[src/rtl/alu_issue_if.sv]
// Purpose: groups the decode, ALU and writeback signals of the ALU issue controller.
// Latency: none; this is wiring only.
// Backpressure: carries the decode valid/ready pair and the writeback valid/ready pair.
interface alu_issue_if #(
  parameter int XLEN   = 32,
  parameter int REG_AW = 5
);
  // decode side
  logic              i_valid;
  logic              o_ready;
  logic [2:0]        i_op_mode;
  logic [2:0]        i_func_op;
  logic              i_fp_mode;
  logic [XLEN-1:0]   i_a;
  logic [XLEN-1:0]   i_b;
  logic [REG_AW-1:0] i_rd;
  logic              i_flush;
  // ALU side
  logic [2:0]        o_alu_op_mode;
  logic [2:0]        o_alu_func_op;
  logic              o_alu_fp_mode;
  logic [XLEN-1:0]   o_alu_a;
  logic [XLEN-1:0]   o_alu_b;
  logic              o_alu_start;
  logic [XLEN-1:0]   i_alu_result;
  // writeback side and status
  logic              o_wb_valid;
  logic              i_wb_ready;
  logic [REG_AW-1:0] o_wb_rd;
  logic [XLEN-1:0]   o_wb_data;
  logic              o_illegal;
  logic              o_busy;

  // issue controller view
  modport slave (
    input  i_valid, i_op_mode, i_func_op, i_fp_mode, i_a, i_b, i_rd, i_flush,
    input  i_alu_result, i_wb_ready,
    output o_ready, o_alu_op_mode, o_alu_func_op, o_alu_fp_mode, o_alu_a, o_alu_b,
    output o_alu_start, o_wb_valid, o_wb_rd, o_wb_data, o_illegal, o_busy
  );

  // environment view (decode, ALU and writeback together)
  modport master (
    output i_valid, i_op_mode, i_func_op, i_fp_mode, i_a, i_b, i_rd, i_flush,
    output i_alu_result, i_wb_ready,
    input  o_ready, o_alu_op_mode, o_alu_func_op, o_alu_fp_mode, o_alu_a, o_alu_b,
    input  o_alu_start, o_wb_valid, o_wb_rd, o_wb_data, o_illegal, o_busy
  );
endinterface

[src/rtl/alu_issue.sv]
// Purpose: issue controller in front of the ALU; registers ops, sequences mul/div latency, holds result for writeback.
// Latency: o_wb_valid rises 1 cycle after accept for modes 1-4, MUL_LAT for mul, DIV_LAT for div.
// Backpressure: o_ready only in IDLE or in DONE with i_wb_ready; the result is held in DONE while writeback stalls.
module alu_issue #(
  parameter int XLEN    = 32,
  parameter int REG_AW  = 5,
  parameter int MUL_LAT = 4,
  parameter int DIV_LAT = 34
) (
  input  logic      i_clk,
  input  logic      i_rst,
  alu_issue_if.slave bus
);

  localparam int MAX_LAT = (DIV_LAT > MUL_LAT) ? DIV_LAT : MUL_LAT;
  localparam int CW      = $clog2(MAX_LAT + 1);

  typedef enum logic [1:0] {IDLE, EXEC, DONE, DRAIN} state_t;

  state_t            state, state_d;
  logic [CW-1:0]     cnt, cnt_d;
  logic              muldiv, muldiv_d;
  logic [2:0]        op_q, op_d;
  logic [2:0]        func_q, func_d;
  logic              fp_q, fp_d;
  logic [XLEN-1:0]   a_q, a_d, b_q, b_d;
  logic              start_q, start_d;
  logic              wb_valid_q, wb_valid_d;
  logic [REG_AW-1:0] wb_rd_q, wb_rd_d;
  logic [XLEN-1:0]   wb_data_q, wb_data_d;
  logic              illegal_q, illegal_d;

  logic ready;
  logic accept;
  logic legal;
  logic reject;
  logic [CW-1:0] lat_m1;

  // Ready is combinational so a DONE->EXEC handover costs no input bubble.
  assign ready  = !i_rst && !bus.i_flush &&
                  (state == IDLE || (state == DONE && bus.i_wb_ready));
  assign accept = bus.i_valid && ready;
  assign legal  = (bus.i_op_mode != 3'd0) && (bus.i_op_mode != 3'd7) && !bus.i_fp_mode;
  // Mode 0 is a silent no-op even if the FP bit happens to be set.
  assign reject = (bus.i_op_mode == 3'd7) || (bus.i_fp_mode && bus.i_op_mode != 3'd0);

  // Next-state and next-output computation for the issue FSM.
  always_comb begin
    state_d    = state;
    cnt_d      = cnt;
    muldiv_d   = muldiv;
    op_d       = op_q;
    func_d     = func_q;
    fp_d       = fp_q;
    a_d        = a_q;
    b_d        = b_q;
    start_d    = 1'b0;
    wb_valid_d = wb_valid_q;
    wb_rd_d    = wb_rd_q;
    wb_data_d  = wb_data_q;
    illegal_d  = 1'b0;

    case (bus.i_op_mode)
      3'd5:    lat_m1 = CW'(MUL_LAT - 1);
      3'd6:    lat_m1 = CW'(DIV_LAT - 1);
      default: lat_m1 = '0;
    endcase

    case (state)
      EXEC: begin
        if (bus.i_flush) begin
          // A started mul/div must run to completion before the unit is reused.
          if (muldiv && cnt != '0) begin
            state_d = DRAIN;
            cnt_d   = cnt - CW'(1);
          end else begin
            state_d = IDLE;
          end
        end else if (cnt == '0) begin
          wb_valid_d = 1'b1;
          wb_data_d  = bus.i_alu_result;
          state_d    = DONE;
        end else begin
          cnt_d = cnt - CW'(1);
        end
      end
      DONE: begin
        if (bus.i_flush || bus.i_wb_ready) begin
          state_d    = IDLE;
          wb_valid_d = 1'b0;
        end
      end
      DRAIN: begin
        if (cnt == '0) state_d = IDLE;
        else           cnt_d   = cnt - CW'(1);
      end
      default: ;
    endcase

    // A new op overrides whatever the DONE/IDLE handling decided.
    if (accept) begin
      if (legal) begin
        op_d     = bus.i_op_mode;
        func_d   = bus.i_func_op;
        fp_d     = bus.i_fp_mode;
        a_d      = bus.i_a;
        b_d      = bus.i_b;
        wb_rd_d  = bus.i_rd;
        cnt_d    = lat_m1;
        muldiv_d = (bus.i_op_mode == 3'd5) || (bus.i_op_mode == 3'd6);
        start_d  = (bus.i_op_mode == 3'd5) || (bus.i_op_mode == 3'd6);
        state_d  = EXEC;
      end else begin
        illegal_d = reject;
        state_d   = IDLE;
      end
    end
  end

  // State and output registers; reset wins over flush and every other input.
  always_ff @(posedge i_clk) begin
    if (i_rst) begin
      state      <= IDLE;
      cnt        <= '0;
      muldiv     <= 1'b0;
      op_q       <= '0;
      func_q     <= '0;
      fp_q       <= 1'b0;
      a_q        <= '0;
      b_q        <= '0;
      start_q    <= 1'b0;
      wb_valid_q <= 1'b0;
      wb_rd_q    <= '0;
      wb_data_q  <= '0;
      illegal_q  <= 1'b0;
    end else begin
      state      <= state_d;
      cnt        <= cnt_d;
      muldiv     <= muldiv_d;
      op_q       <= op_d;
      func_q     <= func_d;
      fp_q       <= fp_d;
      a_q        <= a_d;
      b_q        <= b_d;
      start_q    <= start_d;
      wb_valid_q <= wb_valid_d;
      wb_rd_q    <= wb_rd_d;
      wb_data_q  <= wb_data_d;
      illegal_q  <= illegal_d;
    end
  end

  assign bus.o_ready       = ready;
  assign bus.o_busy        = (state != IDLE);
  assign bus.o_alu_op_mode = op_q;
  assign bus.o_alu_func_op = func_q;
  assign bus.o_alu_fp_mode = fp_q;
  assign bus.o_alu_a       = a_q;
  assign bus.o_alu_b       = b_q;
  assign bus.o_alu_start   = start_q;
  assign bus.o_wb_valid    = wb_valid_q;
  assign bus.o_wb_rd       = wb_rd_q;
  assign bus.o_wb_data     = wb_data_q;
  assign bus.o_illegal     = illegal_q;

endmodule

[src/flat_wrapper.sv]
// flat-port wrapper written by rule: the top's interface ports become plain ports
module alu_issue_flat 
#(
  parameter int XLEN    = 32,
  parameter int REG_AW  = 5,
  parameter int MUL_LAT = 4,
  parameter int DIV_LAT = 34
)
  (i_clk, i_rst, bus_i_valid, bus_i_op_mode, bus_i_func_op, bus_i_fp_mode, bus_i_a, bus_i_b, bus_i_rd, bus_i_flush, bus_i_alu_result, bus_i_wb_ready, bus_o_ready, bus_o_alu_op_mode, bus_o_alu_func_op, bus_o_alu_fp_mode, bus_o_alu_a, bus_o_alu_b, bus_o_alu_start, bus_o_wb_valid, bus_o_wb_rd, bus_o_wb_data, bus_o_illegal, bus_o_busy);
  alu_issue_if #(.XLEN(XLEN), .REG_AW(REG_AW)) bus_i ();
  input  logic i_clk;
  input  logic i_rst;
  input wire logic [$bits(bus_i.i_valid)-1:0] bus_i_valid;
  input wire logic [$bits(bus_i.i_op_mode)-1:0] bus_i_op_mode;
  input wire logic [$bits(bus_i.i_func_op)-1:0] bus_i_func_op;
  input wire logic [$bits(bus_i.i_fp_mode)-1:0] bus_i_fp_mode;
  input wire logic [$bits(bus_i.i_a)-1:0] bus_i_a;
  input wire logic [$bits(bus_i.i_b)-1:0] bus_i_b;
  input wire logic [$bits(bus_i.i_rd)-1:0] bus_i_rd;
  input wire logic [$bits(bus_i.i_flush)-1:0] bus_i_flush;
  input wire logic [$bits(bus_i.i_alu_result)-1:0] bus_i_alu_result;
  input wire logic [$bits(bus_i.i_wb_ready)-1:0] bus_i_wb_ready;
  output wire logic [$bits(bus_i.o_ready)-1:0] bus_o_ready;
  output wire logic [$bits(bus_i.o_alu_op_mode)-1:0] bus_o_alu_op_mode;
  output wire logic [$bits(bus_i.o_alu_func_op)-1:0] bus_o_alu_func_op;
  output wire logic [$bits(bus_i.o_alu_fp_mode)-1:0] bus_o_alu_fp_mode;
  output wire logic [$bits(bus_i.o_alu_a)-1:0] bus_o_alu_a;
  output wire logic [$bits(bus_i.o_alu_b)-1:0] bus_o_alu_b;
  output wire logic [$bits(bus_i.o_alu_start)-1:0] bus_o_alu_start;
  output wire logic [$bits(bus_i.o_wb_valid)-1:0] bus_o_wb_valid;
  output wire logic [$bits(bus_i.o_wb_rd)-1:0] bus_o_wb_rd;
  output wire logic [$bits(bus_i.o_wb_data)-1:0] bus_o_wb_data;
  output wire logic [$bits(bus_i.o_illegal)-1:0] bus_o_illegal;
  output wire logic [$bits(bus_i.o_busy)-1:0] bus_o_busy;
  assign bus_i.i_valid = bus_i_valid;
  assign bus_i.i_op_mode = bus_i_op_mode;
  assign bus_i.i_func_op = bus_i_func_op;
  assign bus_i.i_fp_mode = bus_i_fp_mode;
  assign bus_i.i_a = bus_i_a;
  assign bus_i.i_b = bus_i_b;
  assign bus_i.i_rd = bus_i_rd;
  assign bus_i.i_flush = bus_i_flush;
  assign bus_i.i_alu_result = bus_i_alu_result;
  assign bus_i.i_wb_ready = bus_i_wb_ready;
  assign bus_o_ready = bus_i.o_ready;
  assign bus_o_alu_op_mode = bus_i.o_alu_op_mode;
  assign bus_o_alu_func_op = bus_i.o_alu_func_op;
  assign bus_o_alu_fp_mode = bus_i.o_alu_fp_mode;
  assign bus_o_alu_a = bus_i.o_alu_a;
  assign bus_o_alu_b = bus_i.o_alu_b;
  assign bus_o_alu_start = bus_i.o_alu_start;
  assign bus_o_wb_valid = bus_i.o_wb_valid;
  assign bus_o_wb_rd = bus_i.o_wb_rd;
  assign bus_o_wb_data = bus_i.o_wb_data;
  assign bus_o_illegal = bus_i.o_illegal;
  assign bus_o_busy = bus_i.o_busy;
  alu_issue #(.XLEN(XLEN), .REG_AW(REG_AW), .MUL_LAT(MUL_LAT), .DIV_LAT(DIV_LAT)) u_core (.i_clk(i_clk), .i_rst(i_rst), .bus(bus_i));
endmodule
[config.mk]
export PLATFORM = sky130hd
export DESIGN_NAME = alu_issue_flat
export DESIGN_NICKNAME = d
export VERILOG_FILES = /design/src/rtl/alu_issue_if.sv /design/src/rtl/alu_issue.sv /design/src/flat_wrapper.sv
export SDC_FILE = /design/constraint.sdc
export NUM_CORES = 1
export LEC_CHECK = 0
export ABC_CLOCK_PERIOD_IN_PS = 1630
export BUFFER_PORTS_ARGS = -buffer_cell sky130_fd_sc_hd__buf_4
export CAP_MARGIN = 20
export CORE_MARGIN = 5
export CORE_UTILIZATION = 42
export DETAILED_ROUTE_END_ITERATION = 10
export PLACE_DENSITY_LB_ADDON = 0.1
export SYNTH_ARGS = -nofsm -noshare
export SYNTH_HDL_FRONTEND = slang
export SYNTH_SLANG_ARGS = --single-unit
[constraint.sdc]
create_clock -name i_clk -period 1.63 [get_ports i_clk]
set_input_delay 0 -clock i_clk [delete_from_list [all_inputs] [get_ports i_clk]]
set_output_delay 0 -clock i_clk [all_outputs]
set_load 0.02 [all_outputs]
# After elaboration in Yosys (flattened, before gate mapping)
# Cells that the tools add are included.
# Widths: inputs -> output; s select.
[classes]
n_bitwise = 3
mux = 19
n_eq_ne = 13
add_sub_neg = 1
reduce_logical = 28
[op_table]
columns = ["op", "count"]
rows = [
  ["$mux 6", 5],
  ["$pmux 6 s2", 2],
  ["$mux 2", 6],
  ["$eq 3x3->1 const B", 3],
  ["$logic_and 1x1->1", 8],
  ["$reduce_and 4->1", 2],
  ["$logic_not 6->1", 1],
  ["$pmux 2 s3", 1],
  ["$reduce_bool 6->1", 1],
  ["$reduce_or 3->1", 2],
  ["$sub 6x1->6 const B", 1],
  ["$eq 2x2->1 const B", 2],
  ["$logic_or 1x1->1", 4],
  ["$mux 1", 4],
  ["$ne 2x2->1 const B", 2],
  ["$ne 4x2->1 const B", 1],
  ["$reduce_bool 2->1", 2],
  ["$reduce_bool 4->1", 1],
  ["$logic_not 1->1", 3],
  ["$ne 3x1->1 const B", 1],
  ["$ne 3x2->1 const B", 1],
  ["$ne 3x3->1 const B", 1],
  ["$not 1->1", 3],
  ["$reduce_and 3->1", 1],
  ["6 further kinds", 6],
]
[word_totals]
out_inout_bits = 113
register_bits = 120

# Depth between registers and ports, before layout
[depth]
depth_word = 7
ltp_mapped = 9
depth_no_buf = 6

# Worst setup path before layout
# No wires, ideal clock.
[synth_path]
path_type = "reg-to-reg"
startpoint = "reg u_core.cnt[0]"
endpoint = "reg u_core.wb_valid_q, in the netlist u_core.bus.o_wb_valid"
path_buffers = 3
arrival_ns = 1.461
setup_ns = 0.128
slack_ns = 0.041
period_less_slack_ns = 1.589
required_time_ns = 1.502
path_stages_with_launch = 10
cell_sequence = "dfxtp_1 -> inv_1 -> ha_1 -> nor2b_1 -> buf_2 -> and4_1 -> buf_2 -> buf_4 -> a21oi_1 -> nor2_1"
[synth_via]
elab_chain_cells = 3
[synth_lines]
columns = ["item", "line_no", "text"]
rows = [
  ["from (decl)", "alu_issue.sv:21", "logic [CW-1:0] cnt, cnt_d;"],
  ["from (signal assigned)", "alu_issue.sv:138", "cnt <= cnt_d;"],
  ["$logic_not 6->1", "alu_issue.sv:79", "end else if (cnt == '0) begin"],
  ["$ne 2x1->1 (no source line)", "-", ""],
  ["$reduce_and 4->1 (no source line)", "-", ""],
  ["to (signal assigned)", "alu_issue.sv:146", "wb_valid_q <= wb_valid_d;"],
  ["to (decl)", "alu_issue.sv:28", "logic wb_valid_q, wb_valid_d;"],
]
# Every way passes these cells.
# A chain may end at the register's enable or synchronous reset.

# Final worst setup path
[layout_path]
startpoint = "reg u_core.cnt[1]"
endpoint = "reg u_core.wb_data_q[20], in the netlist u_core.bus.o_wb_data[20]"
[layout_via]
elab_chain_cells = 2
[layout_lines]
columns = ["item", "line_no", "text"]
rows = [
  ["$logic_not 6->1", "alu_issue.sv:79", ""],
  ["$reduce_and 3->1 (no source line)", "-", ""],
  ["to (signal assigned)", "alu_issue.sv:148", "wb_data_q <= wb_data_d;"],
  ["to (decl)", "alu_issue.sv:30", "logic [XLEN-1:0] wb_data_q, wb_data_d;"],
]
# Every way passes these cells.

==> results.toml <==
[status]
status = "complete, no violations"

[sta]
slew-limit-headroom_pct = 65.9
final_report_max_slew_violation_count = 0
layout_worst_path_cycle_share_pct = 92.8
unrepaired_setup_endpoints_after_global_routing = "false"
final.min_clock_period_ns = 1.51
finalSetupViolations = 0
final-hold-violation-count = 0
tns_ns = 0
holdWs_ns = 0.0834
fin_skew_ns = 0.0135
postLayoutSetupSlackWorst_ns = 0.117
fmaxAchievable_ghz = 0.661
timing_worst_slew_pin_value_ns = 0.511

[cells_and_area]
fillerInstances = 730
diodes = 0
syn_to_final_growth_pct = 74.2
drive_above_1_share_pct = 31.6
nets = 1007
finish.instance_area_um2 = 8280
layoutNonFillerInstCount = 1045
finish.utilization_pct = 75.4
multi_input_area_um2 = 2080
sequential_cell_area_um2 = 2400

[yosys]
synthesis.area_um2 = 4750
ys_ff_latch = 120
mappedNetlistNets = 693
synth_top_area_share_pct = 50.5
synth_ff_type = "sky130_fd_sc_hd__dfxtp_1"
synth.most_common_cell = "sky130_fd_sc_hd__dfxtp_1"
yosys.cell_types.count = 40
netlist.top_cell.by_area = "sky130_fd_sc_hd__dfxtp_1"
syn_area_per_cell_um2 = 8.23
synth_edf_count = 0
synth_commonest_cells = "sky130_fd_sc_hd__dfxtp_1 (120), sky130_fd_sc_hd__a21oi_1 (116), sky130_fd_sc_hd__nand3_1 (77), sky130_fd_sc_hd__o21ai_0 (73), sky130_fd_sc_hd__nand2_1 (66)"
synth_area_leaders = "sky130_fd_sc_hd__dfxtp_1 (51%), sky130_fd_sc_hd__a21oi_1 (12%), sky130_fd_sc_hd__nand3_1 (8.1%)"
yosys_warnings = 0
synth_cells = 578
synth-seq-area-share_pct = 50.5
synthArstFlopShare_pct = 0

[floorplanning]
fp-row-count = 38
pin_count = 226
core_area_um2 = 11000
floorplan.initialDensity_pct = 43.3
dieHeight_um = 116
die_width_um = 116
floorplan.die_area_um2 = 13500

[routing]
wl_um = 16700
drt_iter0_drc = 415
total_number_of_vias = 5427
routedWlPerCell_um = 16.0
drt_first_pass_iters = 5
vias_per_cell = 5.19
route.antenna.remaining_nets = 0
residual_drc_count = 0

[setup_path]
cp-end-kind = "flip-flop"
cp.required_ns = 1.95
worst-path-max-fanout = 33
criticalPathCategory = "reg2reg"
cp.arrival_ns = 1.83
startpoint_type = "flip-flop"

[global_routing]
wire_length_of_the_first_global_routing_pass_um = 25800
grt_pass1_vias = 5275
grt_overflow_total = 0
antenna_found_initial = 0
grt_util_all_layers_pct = 23.9
largest_net_degree_at_the_start_of_global_routing = 114

[place]
gpl.final_weighted_congestion = 0.789
place_inst = 903
io_buffer_count = 225
detailedPlacementHpwl_um = 10300
dpl_cell_area_um2 = 6570
worst_slack_at_placement_ns = 0.0205

[pwr]
power_density_nw_per_um2 = 908
p_total_mw = 7.52
worst_ir_drop_vdd_v = 0.000595
leakage_nw = 3.47

[flow_run]
max_cap_viols = 0

[clock_network]
clk_sink_count = 120
clock_latency_ns = 0.41
tritoncts_clock_tree = "built"
numCtsBuffers = 17
cts-root-to-sink-buffers = 2
worst_setup_hold_path_clk_slew_ns = 0.05
cts.htree.levels = 4
cts_root_buffer = "sky130_fd_sc_hd__clkbuf_16"

[worst_hold_path]
min-delay-path-class = "in2reg"
worst paths after layout:
kind | start | end | slack (ns) | depth (start not counted)
hold / removal | bus_i_flush | u_core.state[1] | 0.08 | 5
hold reg to reg | u_core.bus.o_wb_data[13] | u_core.bus.o_wb_data[13] | 0.45 | 2
setup reg to reg | u_core.cnt[1] | u_core.bus.o_wb_data[20] | 0.12 | 7
setup / recovery | u_core.cnt[1] | u_core.bus.o_wb_data[20] | 0.12 | 7
what timing repair did:
item,4_1_cts,5_1_grt
endpoints found under the hold margin,111,0
setup buffers,0,1
endpoints found under the setup margin,0,79
hold buffers,109,0
gates resized for setup,0,9
cell type report:
cell class              count  area share [%]
well taps                 140            2.11
clock buffers              21            5.68
multi-input cells         399            25.1
clock inverters            11            1.48
flip-flops and latches    120            29.0
inverters                   2          0.0906
repair buffers            352            36.5
cells by family (layout without fill, tap and decap cells):
family / Yosys count / after routing / synth area share [%]
AO/OA/AOI/OAI: 206 / 206 / 22.3
XOR/XNOR: 2 / 2 / 0.368
adder cells (fa/ha/maj): 2 / 2 / 0.526
buffers and inverters: 59 / 386 / 6.29
flip-flops: 120 / 120 / 50.5
multiplexers: 5 / 5 / 1.05
AND/OR/NAND/NOR: 184 / 184 / 18.9
layer usage:
layer | part of all wire (%) | track usage (%) | vias to the layer above
met2 | 50 | 40.3 | 215
met1 | 40 | 29.4 | 2547
met3 | 9.3 | 7.05 | 14
met5 | 0 | 0 | -
met4 | 1.0 | 7.73 | 0
li1 | - | - | 2651
power by group:
group	internal [mW]	switching (mW)
Sequential	2.97	0.0199
Clock	2.37	1.31
Combinational	0.477	0.381
placed cells by master (no fill, tap or decap), types with 2 or more instances in the layout:
cell type,n
sky130_fd_sc_hd__dfxtp_1,120
sky130_fd_sc_hd__o21ai_1,8
sky130_fd_sc_hd__clkbuf_16,17
sky130_fd_sc_hd__dlygate4sd3_1,109
sky130_fd_sc_hd__clkbuf_8,3
sky130_fd_sc_hd__or2_2,2
sky130_fd_sc_hd__and3_1,2
sky130_fd_sc_hd__nand4_1,4
sky130_fd_sc_hd__buf_12,8
sky130_fd_sc_hd__ha_1,2
sky130_fd_sc_hd__clkinv_2,3
sky130_fd_sc_hd__nand4b_1,3
sky130_fd_sc_hd__bufinv_16,2
sky130_fd_sc_hd__clkinv_4,2
sky130_fd_sc_hd__mux2i_1,5
sky130_fd_sc_hd__nor3_2,2
sky130_fd_sc_hd__and2_1,4
sky130_fd_sc_hd__o21ai_0,72
sky130_fd_sc_hd__a21oi_1,115
sky130_fd_sc_hd__inv_1,2
sky130_fd_sc_hd__nand2_1,66
sky130_fd_sc_hd__clkinvlp_4,4
sky130_fd_sc_hd__buf_4,233
sky130_fd_sc_hd__a21o_1,3
sky130_fd_sc_hd__nor2_1,11
sky130_fd_sc_hd__nand3_1,77
sky130_fd_sc_hd__nand2b_1,3
sequential cells by signal, indices dropped and copies added (netlist names):
name and count:
u_core.bus.o_wb_rd 5, u_core.bus.o_alu_op_mode 3, u_core.state 2, u_core.muldiv 1
u_core.cnt 6, u_core.bus.o_illegal 1, u_core.bus.o_alu_func_op 3, u_core.bus.o_alu_a 32
u_core.bus.o_alu_fp_mode 1, u_core.bus.o_wb_data 32, u_core.bus.o_wb_valid 1, u_core.bus.o_alu_b 32
u_core.bus.o_alu_start 1
critical path, cell delays in order, from the launching register on:
cell                      delay [ns]
sky130_fd_sc_hd__dfxtp_1        0.32
sky130_fd_sc_hd__inv_1          0.08
sky130_fd_sc_hd__ha_1           0.19
sky130_fd_sc_hd__nor2b_4        0.18
sky130_fd_sc_hd__and4_4         0.24
sky130_fd_sc_hd__buf_12         0.18
sky130_fd_sc_hd__nand2_1        0.07
sky130_fd_sc_hd__a21oi_1        0.15
Power figures use the tool's default switching activity.
